===== src/rtl/scene_link_pkg.sv =====
// rtl/scene_link_pkg.sv - shared constants, payload/triangle types and unpack helper for the scene link
package scene_link_pkg;

    localparam int          PAYLOAD_BYTES = 38;
    localparam int          PAYLOAD_W     = 8 * PAYLOAD_BYTES;
    localparam logic [7:0]  SYNC_BYTE     = 8'hA5;
    localparam logic [7:0]  TYPE_TRI      = 8'h01;
    localparam logic [7:0]  TYPE_EOF      = 8'h02;

    typedef logic [PAYLOAD_W-1:0] payload_t;
    typedef logic [31:0]          q16_16_t;

    // Little-endian layout: coord[0] occupies payload bytes 0..3, padding sits in the top nibble.
    typedef struct packed {
        logic [3:0]          pad;
        logic [11:0]         color;
        q16_16_t [8:0]       coord;
    } triangle_t;

    typedef enum logic [2:0] {
        ST_HUNT,
        ST_TYPE,
        ST_PAYLOAD,
        ST_CHECK,
        ST_OUT
    } rx_state_t;

    function automatic triangle_t unpack_triangle(input payload_t p);
        return triangle_t'(p);
    endfunction

endpackage


===== src/rtl/packet_checksum.sv =====
// rtl/packet_checksum.sv - XOR checksum accumulator with load, accumulate and compare
module packet_checksum (
    input  logic       clk,
    input  logic       rst_n,
    input  logic       load,
    input  logic       accum,
    input  logic [7:0] data,
    output logic [7:0] acc,
    output logic       match
);

    always_ff @(posedge clk or negedge rst_n) begin
        if (!rst_n) begin
            acc <= 8'h00;
        end else if (load) begin
            acc <= data;
        end else if (accum) begin
            acc <= acc ^ data;
        end
    end

    assign match = (data == acc);

endmodule


===== src/rtl/scene_packet_rx.sv =====
// rtl/scene_packet_rx.sv - byte-stream deframer emitting checked triangle payloads and scene_done
module scene_packet_rx
    import scene_link_pkg::*;
(
    input  logic                 clk,
    input  logic                 rst_n,
    input  logic [7:0]           in_byte,
    input  logic                 in_valid,
    output logic                 in_ready,
    output logic [PAYLOAD_W-1:0] out_payload,
    output logic                 out_valid,
    input  logic                 out_ready,
    output logic                 scene_done,
    output logic [15:0]          tri_count,
    output logic [7:0]           err_count
);

    localparam logic [5:0] IDX_LAST = 6'(PAYLOAD_BYTES - 1);

    rx_state_t                     state;
    logic [5:0]                    idx;
    logic                          is_tri;
    logic [PAYLOAD_BYTES-1:0][7:0] shift_q;
    triangle_t                     out_tri_q;
    logic                          in_fire;
    logic [7:0]                    chk_acc;
    logic                          chk_match;

    assign in_fire     = in_valid & in_ready;
    assign out_payload = out_tri_q;

    packet_checksum u_checksum (
        .clk   (clk),
        .rst_n (rst_n),
        .load  (in_fire && (state == ST_TYPE)),
        .accum (in_fire && (state == ST_PAYLOAD)),
        .data  (in_byte),
        .acc   (chk_acc),
        .match (chk_match)
    );

    always_ff @(posedge clk or negedge rst_n) begin
        if (!rst_n) begin
            state      <= ST_HUNT;
            idx        <= 6'd0;
            is_tri     <= 1'b0;
            shift_q    <= '0;
            out_tri_q  <= '0;
            in_ready   <= 1'b1;
            out_valid  <= 1'b0;
            scene_done <= 1'b0;
            tri_count  <= 16'h0000;
            err_count  <= 8'h00;
        end else begin
            scene_done <= 1'b0;
            case (state)
                ST_HUNT: begin
                    if (in_fire && (in_byte == SYNC_BYTE)) begin
                        state <= ST_TYPE;
                    end
                end
                ST_TYPE: begin
                    if (in_fire) begin
                        if (in_byte == TYPE_TRI) begin
                            is_tri <= 1'b1;
                            idx    <= 6'd0;
                            state  <= ST_PAYLOAD;
                        end else if (in_byte == TYPE_EOF) begin
                            is_tri <= 1'b0;
                            state  <= ST_CHECK;
                        end else begin
                            if (err_count != 8'hFF) err_count <= err_count + 8'd1;
                            state <= ST_HUNT;
                        end
                    end
                end
                ST_PAYLOAD: begin
                    // SYNC_BYTE here is ordinary data; no resync inside a packet.
                    if (in_fire) begin
                        shift_q[idx] <= in_byte;
                        idx          <= idx + 6'd1;
                        if (idx == IDX_LAST) state <= ST_CHECK;
                    end
                end
                ST_CHECK: begin
                    if (in_fire) begin
                        if (!chk_match) begin
                            if (err_count != 8'hFF) err_count <= err_count + 8'd1;
                            state <= ST_HUNT;
                        end else if (is_tri) begin
                            out_tri_q <= unpack_triangle(payload_t'(shift_q));
                            out_valid <= 1'b1;
                            in_ready  <= 1'b0;
                            state     <= ST_OUT;
                        end else begin
                            scene_done <= 1'b1;
                            tri_count  <= 16'h0000;
                            state      <= ST_HUNT;
                        end
                    end
                end
                ST_OUT: begin
                    if (out_ready) begin
                        out_valid <= 1'b0;
                        in_ready  <= 1'b1;
                        tri_count <= tri_count + 16'd1;
                        state     <= ST_HUNT;
                    end
                end
                default: begin
                    state    <= ST_HUNT;
                    in_ready <= 1'b1;
                end
            endcase
        end
    end

endmodule


===== config.mk =====
export PLATFORM = sky130hd
export DESIGN_NAME = scene_packet_rx
export DESIGN_NICKNAME = d
export VERILOG_FILES = /design/src/rtl/scene_link_pkg.sv /design/src/rtl/packet_checksum.sv /design/src/rtl/scene_packet_rx.sv
export SDC_FILE = /design/constraint.sdc
export NUM_CORES = 1
export LEC_CHECK = 0
export CAP_MARGIN = 40
export CELL_PAD_IN_SITES_DETAIL_PLACEMENT = 0
export CELL_PAD_IN_SITES_GLOBAL_PLACEMENT = 1
export CORE_MARGIN = 3
export CORE_UTILIZATION = 40
export CTS_CLUSTER_DIAMETER = 200
export DETAILED_ROUTE_END_ITERATION = 16
export GPL_ROUTABILITY_DRIVEN = 0
export PLACE_DENSITY = 0.72
export SETUP_SLACK_MARGIN = 0.15
export SKIP_CTS_REPAIR_TIMING = 1
export SLEW_MARGIN = 25
export SYNTH_ARGS = -nofsm -noshare
export SYNTH_HDL_FRONTEND = slang
export SYNTH_SLANG_ARGS = --single-unit

===== constraint.sdc =====
create_clock -name clk -period 2.46 [get_ports clk]
set_input_delay 0.492 -clock clk [delete_from_list [all_inputs] [get_ports clk]]
set_output_delay 0.492 -clock clk [all_outputs]
set_load 0.02 [all_outputs]

Yosys cells after proc, flatten, opt, wreduce, memory -nomap -nowiden
Index checks and enable logic that the tools add are counted.

operators by class
  $add $sub $neg = 3
  multiply operators = 0
  div/mod/pow operators = 0
  $lt $le $gt $ge = 2
  eq/ne operators = 23
  shift-type cells = 0
  muxes and demuxes = 48
  bitwise operators = 3
  reduce and logical (&&, ||, !) cells = 20

operator list
  cell                                                                   count
  304-bit bitwise mux                                                    1
  8-bit two-way mux                                                      9
  16-bit two-way mux                                                     4
  8-bit demux with 6-bit select                                          1
  16-bit one-hot mux with 2 select lines                                 1
  3-bit two-way mux                                                      8
  2-bit != test, second input constant                                   11
  6-bit two-way mux                                                      3
  16-bit by 1-bit adder with 16-bit output, second input constant        1
  8-bit one-hot mux with 2 select lines                                  1
  3-bit one-hot mux with 5 select lines                                  1
  5-bit AND reduction                                                    3
  1-bit two-way mux                                                      14
  6-bit one-hot mux with 2 select lines                                  1
  6-bit AND reduction                                                    2
  2-bit nonzero test                                                     5
  8-bit by 1-bit adder with 8-bit output, second input constant          1
  8-bit by 1-bit equality test with 1-bit output, second input constant  1
  8-bit by 2-bit equality test with 1-bit output, second input constant  1
  8-bit equality test                                                    1
  8-bit equality test, second input constant                             1
  8-bit != test, second input constant                                   1
  4-bit AND reduction                                                    2
  8-bit XOR                                                              1
  other kinds (18)                                                       24

storage, ports and cells
  bits in registers = 653
  latch bits = 0
  RAM bits = 0
  memory bits (read-only) = 0
  input port bits = 12
  output and inout bits = 331
  logic and storage cells = 157
  memories = 0

Longest topological paths before layout
Gate-level depths: netlist of the first run.

  depth in word-level cells = 6
  gate-level depth with buffers = 9
  mapped depth without buffers = 7

Cells and area by module
A second synthesis of the first run with hierarchy kept.

unflattened totals
  cell total of the unflattened synthesis = 1,624
  area, all modules = 25,207.9 um2

by module, submodules not included
  module           times used  cells each  area an instance (um2)  sequential area each (um2)
  scene_packet_rx  1           1,568       24,726.2                16,141.7
  packet_checksum  1           56          481.7                   200.2

Least setup slack after synthesis of the first run
OpenSTA, ideal clock, no wires.

  path type = input to register
  start point = input port in_byte[4]
  end point = register out_tri_q, in the netlist out_payload[0]
  arrival time = 2,249 ps
  required time = 2,335 ps
  slack = 86 ps
  stages = 9
  buffers on the path = 4
  path through = buf_2 > or2_1 > a21oi_1 > nand4_1 > or3_1 > buf_2 > buf_6 > buf_6 > mux2_4

on the way
  word-level cells in the longest chain between the ends = 2

RTL lines
  element                        line                   RTL
  from (decl)                    scene_packet_rx.sv:7   input logic [7:0] in_byte,
  8-bit equality test            packet_checksum.sv:22  assign match = (data == acc);
  4-bit AND reduction (no line)  -
  to (signal assigned)           scene_packet_rx.sv:91  out_tri_q <= unpack_triangle(payload_t'(shift_q));
  to (decl)                      scene_packet_rx.sv:24  triangle_t out_tri_q;

Every way passes these cells.
A chain may end at the register's enable or synchronous reset.

Worst setup path in the final report of the first run
  start point = register in_ready
  end point = output port in_ready

RTL lines
  element                 line                    RTL
  from (decl)             scene_packet_rx.sv:9    output logic in_ready,
  from (signal assigned)  scene_packet_rx.sv:49   in_ready <= 1'b1;
  from (signal assigned)  scene_packet_rx.sv:93   in_ready <= 1'b0;
  from (signal assigned)  scene_packet_rx.sv:105  in_ready <= 1'b1;

No word-level cell between the ends.

==> results of run 1 <==
## logic make-up (layout without fill, tap and decap cells)
group	Yosys count	after routing	share of synthesized area [%]
mux	610	610	29.3
compound gates	98	98	2.43
buf+inv	107	631	2.35
simple gates	176	176	3.60
flops	653	653	61.7
fa+ha+maj	4	4	0.189
xor+xnor	15	15	0.496
other cells	0	1	0
## cell type report
| cell class | count | area [um^2] |
|---|---|---|
| sequential | 653 | 16300 |
| timing repair buffer | 490 | 5140 |
| antenna | 1 | 2.50 |
| clock inverter | 30 | 428 |
| tap | 855 | 1070 |
| fill | 5208 | 30400 |
| clock buffer | 97 | 2050 |
| inverter | 14 | 52.6 |
| multi-input combinational | 903 | 9590 |
## stage by stage
stage | hold slack, ns | worst slack, ns | power (mW)
3_3_place_gp | 0.454 | -0.301 | 11.4
6_report | 0.393 | 0.177 | 22.4
5_1_grt | 0.402 | 0.151 | 23.2
3_5_place_dp | 0.454 | -0.293 | 11.4
2_1_floorplan | 0.196 | 0.172 | 11.0
4_1_cts | -0.192 | 0.0899 | 22.7
## report_power, final
part           switching, mW  leakage, nW  internal [mW]  total (mW)
Sequential       0.000000893         9.08           10.7        10.7
Combinational          0.383         7.00         0.0959       0.479
Clock                   4.30         1.22           6.90        11.2
## tightest hold or removal path, stage by stage
cell	delay, ns
buf_2	0.11
nand2_1	0.09
o221ai_1	0.18
a21oi_1	0.07
## path summary, 6_finish.rpt
check | start | end | slack, ns | cells after the start
min reg2reg | shift_q[257]$_DFFE_PN0P_ | out_payload[257]$_DFFE_PN0P_ | 0.48 | 1
max reg2reg | u_checksum.acc[4]$_DFFE_PN0P_ | out_payload[21]$_DFFE_PN0P_ | 0.18 | 7
max in group asynchronous | rst_n | out_payload[283]$_DFFE_PN0P_ | 1.09 | 3
max | in_ready$_DFFE_PN1P_ | in_ready | 0.18 | 1
min | in_byte[4] | u_checksum.acc[4]$_DFFE_PN0P_ | 0.39 | 4
min in group asynchronous | rst_n | out_payload[36]$_DFFE_PN0P_ | 0.43 | 2
## state kept, by name, summed over array words and instances (netlist names)
| name | cells |
|---|---|
| out_payload | 304 |
| shift_q | 304 |
| tri_count | 16 |
| err_count | 8 |
| u_checksum.acc | 8 |
| idx | 6 |
| state | 3 |
| in_ready | 1 |
| is_tri | 1 |
| out_valid | 1 |
| scene_done | 1 |
## per-layer routing
metal | share of wire, % | vias to the layer above
li1 | - | 6864
met1 | 46 | 8103
met2 | 48 | 328
met3 | 4.2 | 71
met4 | 1.7 | 0
met5 | 0 | -
## Yosys cell counts (7+ instances only)
cell      number  area, um^2
xnor2_1        7        61.3
nand2_1       39         146
o221ai_1       7        61.3
nor2_2        24         150
nor2_1        33         124
nor3_1        11        55.1
nand3_1       12        60.1
mux2_4       238        3570
nand4_1        7        43.8
a31oi_1       13        81.3
a211o_1        7        61.3
xor2_1         8        70.1
o21ai_0       20         100
buf_2         14        70.1
clkbuf_1      47         176
dfrtp_1      652       16300
buf_6         27         304
mux2_2       366        4120
a21oi_1       23         115
inv_1         14        52.6
## cell usage in the layout, fill, tap and decap left out, types with 5 or more instances in the layout
cell	netlist	layout
dfrtp_1	652	652
mux2_2	366	366
clkdlybuf4s50_1	0	333
mux2_4	238	238
buf_4	0	95
clkbuf_16	0	73
buf_12	0	51
nand2_1	39	39
nor2_1	33	33
nor2_2	24	24
o21ai_0	20	20
a21oi_1	23	19
inv_1	14	14
a31oi_1	13	13
clkbuf_8	0	13
clkinv_2	0	12
nand3_1	12	11
clkbuf_1	47	11
bufinv_16	0	10
nor3_1	11	9
xor2_1	8	8
buf_2	14	8
nand4_1	7	7
o221ai_1	7	7
a211o_1	7	7
xnor2_1	7	7
or2_2	5	5
nand3b_1	5	5
mux2_1	5	5
o31ai_1	5	5
and3_1	5	5
==> run summary, run 1 <==
total power per unit cell area -> 647 nW/um^2
cell total after placement -> 2912
Final Setup Violations -> 0
leakage dissipation -> 17.3 nW
antenna violations before repair -> 1
full die area -> 69400 um^2
Final #Nets -> 2150
global route overflow -> 0
count of final hold-check violations -> 0
vias in the first global route -> 16500
Initial Util -> 40.7%
largest net degree at the start of global routing -> 106
global-route wire length before repair -> 104 mm
Initial DRT Pass Iterations -> 5
gr busiest metal -> met2
final critical path time including I/O delays and setup -> 2.28 ns
worst setup path category -> reg2out
clock transition at the registers of the reported paths -> 0.06 ns
data required time at the worst endpoint -> 1.97 ns
net count of the mapped netlist -> 1679
CP max FO -> 5
kind of start point of the critical path -> register
fmax -> 438 MHz
number of distinct standard cells referenced by the synthesized netlist -> 61
worst path buffer plus inverter count -> 1
final instance area -> 34700 um^2
maximum vdd ir drop -> 0.000403 V
cell family contributing the most delay on the critical path -> buffers and inverters
Chip Width -> 263 um
post-route clock skew -> 0.0178 ns
Rel. slew slack -> 52.8%
kind of end point of the critical path -> output pin
total number of vias -> 15400
clock tree from TritonCTS -> built
CTS Root Buffer Type -> clkbuf_16
Via density -> 5.05
Critical Path Slowest Stage Cell -> clkdlybuf4s50_1
Iter 0 DRT Violations -> 917
Mapped Area -> 26500 um^2
count of antenna-violating nets left after detailed routing -> 0
primary flip-flop cell chosen by synthesis mapping -> dfrtp_1
global routing met3 resource utilization -> 3.46%
number of warnings printed during yosys synthesis -> 0
Tot GR Track Use -> 19.3%
number of levels the H-tree was split into -> 3
Core Region -> 65000 um^2
drt drc -> 0
list of cells traversed by the critical path -> clkdlybuf4s50_1
stage delay of the slowest cell on the critical path -> 0.63 ns
part of the cycle the worst path needs -> 92.8%
number of standard-cell rows in the floorplan -> 93
count of flip-flops with a built-in enable after synthesis -> 0
Buffers on Ports -> 342
setup_tns -> 0 ns
Post-Layout Cell Count -> 3043
met2 global-route usage -> 32.0%
overall die height -> 263 um
worst-case clock buffer depth -> 3
post-synthesis sequential element count -> 653
worst-skew pair later-pin latency -> 0.58 ns
instance count of the mapped netlist -> 1663
detailed-route wire length -> 67.2 mm
count of pins over their slew limit -> 0
CTS sink cnt -> 653
Tightest Hold Check Type -> in2reg
average cell area after synthesis -> 15.9 um^2
Post-synth ARST share -> 100%
fraction of final layout cells sized beyond drive strength 1 -> 42.1%
run status -> completed
area after detailed placement -> 32100 um^2
RSZ-0062 raised after global routing -> no
number of placed I/O pins -> 343
Arr. time, crit path -> 1.79 ns
MaxCap Viol Count -> 0
fraction of the yosys area taken by sequential cells -> 61.7%
HPWL after detailed placement -> 44.8 mm
average wire length per cell after detail routing -> 22.1 um
Finished Core Util -> 53.3%
area delta synth->final -> 30.8%
worst-margin pin slew -> 0.708 ns
met1 Use GR -> 26.4%
Num CTS Buffers -> 72
Note: power is estimated with default switching activity, not from simulation.
==> run 2, diff against run 1 <==
--- a/config.mk
+++ b/config.mk
@@ -8,6 +8,7 @@
 export CAP_MARGIN = 40
 export CELL_PAD_IN_SITES_DETAIL_PLACEMENT = 0
 export CELL_PAD_IN_SITES_GLOBAL_PLACEMENT = 1
+export CORE_ASPECT_RATIO = 0.9
 export CORE_MARGIN = 3
 export CORE_UTILIZATION = 40
 export CTS_CLUSTER_DIAMETER = 200
==> run 2 against run 1 <==
  * Global-route usage up 0.16 points
  * Clock skew up 0.0055 ns
  * Routed wire length up 4.0%
  * Flip-flop and latch count unchanged
  * Utilization up 0.47 points
  * First-iteration DRC count down 16%
  * Count of clock-buffer cells in the layout unchanged
  * Combinational power about the same
  * Critical endpoint is now out_payload[51]$_DFFE_PN0P_
==> run summary, run 2 (synthesized netlist as in run 1, its figures left out) <==
Initial Util -> 40.9%
Finished Core Util -> 53.8%
Final Setup Violations -> 0
Buffers on Ports -> 342
worst-margin pin slew -> 0.651 ns
maximum vdd ir drop -> 0.000424 V
Setup crit start -> u_checksum.acc[6]$_DFFE_PN0P_
run status -> completed
total number of vias -> 15600
average wire length per cell after detail routing -> 22.9 um
Arr. time, crit path -> 2.83 ns
count of final hold-check violations -> 0
part of the cycle the worst path needs -> 95.6%
drt drc -> 0
antenna violations before repair -> 2
count of pins over their slew limit -> 0
area delta synth->final -> 31.6%
Final #Nets -> 2162
internal portion of total power -> 17.0 mW
Initial DRT Pass Iterations -> 4
kind of end point of the critical path -> register
fraction of final layout cells sized beyond drive strength 1 -> 42.3%
fraction of power spent switching nets -> 21.7%
clock tree from TritonCTS -> built
fill cell count -> 5225
startpoint of the most critical register-to-register path -> u_checksum.acc[6]$_DFFE_PN0P_
Chip Width -> 277 um
Flop pwr share -> 49.4%
CTS Root Buffer Type -> clkbuf_16
Net Switching -> 4.73 mW
cell total after placement -> 2907
Tot GR Track Use -> 19.4%
detailed-route wire length -> 69.9 mm
CTS sink cnt -> 653
area after detailed placement -> 32000 um^2
Post-Layout Cell Count -> 3052
stage delay of the slowest cell on the critical path -> 0.51 ns
list of cells traversed by the critical path -> or2_1 > a21oi_2 > nand4_1 > or3_4 > clkbuf_16 > clkbuf_16 > mux2_4
MaxCap Viol Count -> 0
leakage dissipation -> 17.5 nW
final critical path time including I/O delays and setup -> 2.35 ns
post-route clock skew -> 0.0233 ns
vias in the first global route -> 16300
commonest non-fill, non-tap cell in the layout -> dfrtp_1
minimum setup slack in the final design -> 0.108 ns
number of standard-cell rows in the floorplan -> 88
fmax -> 425 MHz
commonest cells after routing, fill and taps aside -> dfrtp_1, mux2_2, clkdlybuf4s50_1
worst-skew pair later-pin latency -> 0.61 ns
global route overflow -> 0
RSZ-0062 raised after global routing -> yes
combinational cell fraction of total power -> 2.2%
worst-case clock buffer depth -> 3
overall die height -> 250 um
Core Region -> 64900 um^2
data required time at the worst endpoint -> 2.94 ns
Critical Path Slowest Stage Cell -> or3_4
full die area -> 69400 um^2
number of placed I/O pins -> 343
setup_tns -> 0 ns
Num CTS Buffers -> 70
largest net degree at the start of global routing -> 65
CP max FO -> 8
HPWL after detailed placement -> 45.8 mm
Reg2Reg Depth -> 7
global-route wire length before repair -> 104 mm
final instance area -> 34900 um^2
most repeated library cell on the critical path -> clkbuf_16
Tightest Hold Check Type -> in2async
Rel. slew slack -> 56.6%
DP Worst Slack -> -0.239 ns
worst setup path category -> reg2reg
clock network fraction of total power -> 48.4%
count of antenna-violating nets left after detailed routing -> 0
number of levels the H-tree was split into -> 3
total power per unit cell area -> 624 nW/um^2
kind of start point of the critical path -> register
Via density -> 5.10
clock transition at the registers of the reported paths -> 0.06 ns
Iter 0 DRT Violations -> 770
## run 2: final timing paths
kind | endpoint | slack [ns]
setup / recovery | out_payload[51]$_DFFE_PN0P_ | 0.11
hold / removal | shift_q[261]$_DFFE_PN0P_ | 0.40
setup reg to reg | out_payload[51]$_DFFE_PN0P_ | 0.11
hold reg to reg | out_payload[292]$_DFFE_PN0P_ | 0.49
max in group asynchronous | err_count[7]$_DFFE_PN0P_ | 0.99
min in group clk | shift_q[37]$_DFFE_PN0P_ | 0.42
## run 2: cell type report
| class | count | area, um^2 | area share, % |
|---|---|---|---|
| antenna | 1 | 2.50 | 0.00717 |
| timing repair buffer | 504 | 5500 | 15.8 |
| sequential | 653 | 16300 | 46.9 |
| tap | 855 | 1070 | 3.07 |
| inverter | 14 | 52.6 | 0.151 |
| clock buffer | 97 | 1980 | 5.69 |
| clock inverter | 25 | 320 | 0.918 |
| multi-input combinational | 903 | 9610 | 27.5 |
## run 2: worst max-delay path, delay by kind of cell, from the launching register on
kind,cells,cell delay [ns]
muxes,1,0.30
and+or+nand+nor,3,0.92
buffers and inverters,2,0.41
DFF,1,0.40
AOI/OAI and AO/OA,1,0.19
## run 2: power by group through the flow
stage	Sequential [mW]	Combinational, mW	Clock, mW
5_1_grt	10.7	0.533	11.3
2_1_floorplan	10.9	0.0788	0
3_3_place_gp	10.9	0.485	0
4_1_cts	10.7	0.495	10.8
3_5_place_dp	10.9	0.492	0
6_report	10.7	0.477	10.5
## run 2: through the flow
| step | hold WS, ns | power (mW) |
|---|---|---|
| 3_5_place_dp | 0.477 | 11.4 |
| 2_1_floorplan | 0.196 | 11.0 |
| 4_1_cts | -0.182 | 22.1 |
| 5_1_grt | 0.413 | 22.5 |
| 3_3_place_gp | 0.470 | 11.4 |
| 6_report | 0.396 | 21.8 |
## run 2: routing by layer
metal  wire length (um)  GRT usage, %  vias to the layer above  part of all wire (%)
met1              33000          27.9                     8239                    47
met5                  0             0                        -                     0
met4               1310          4.44                        0                   1.9
met2              32500          30.7                      338                    46
li1                   -             -                     6907                     -
met3               3080          3.78                       80                   4.4
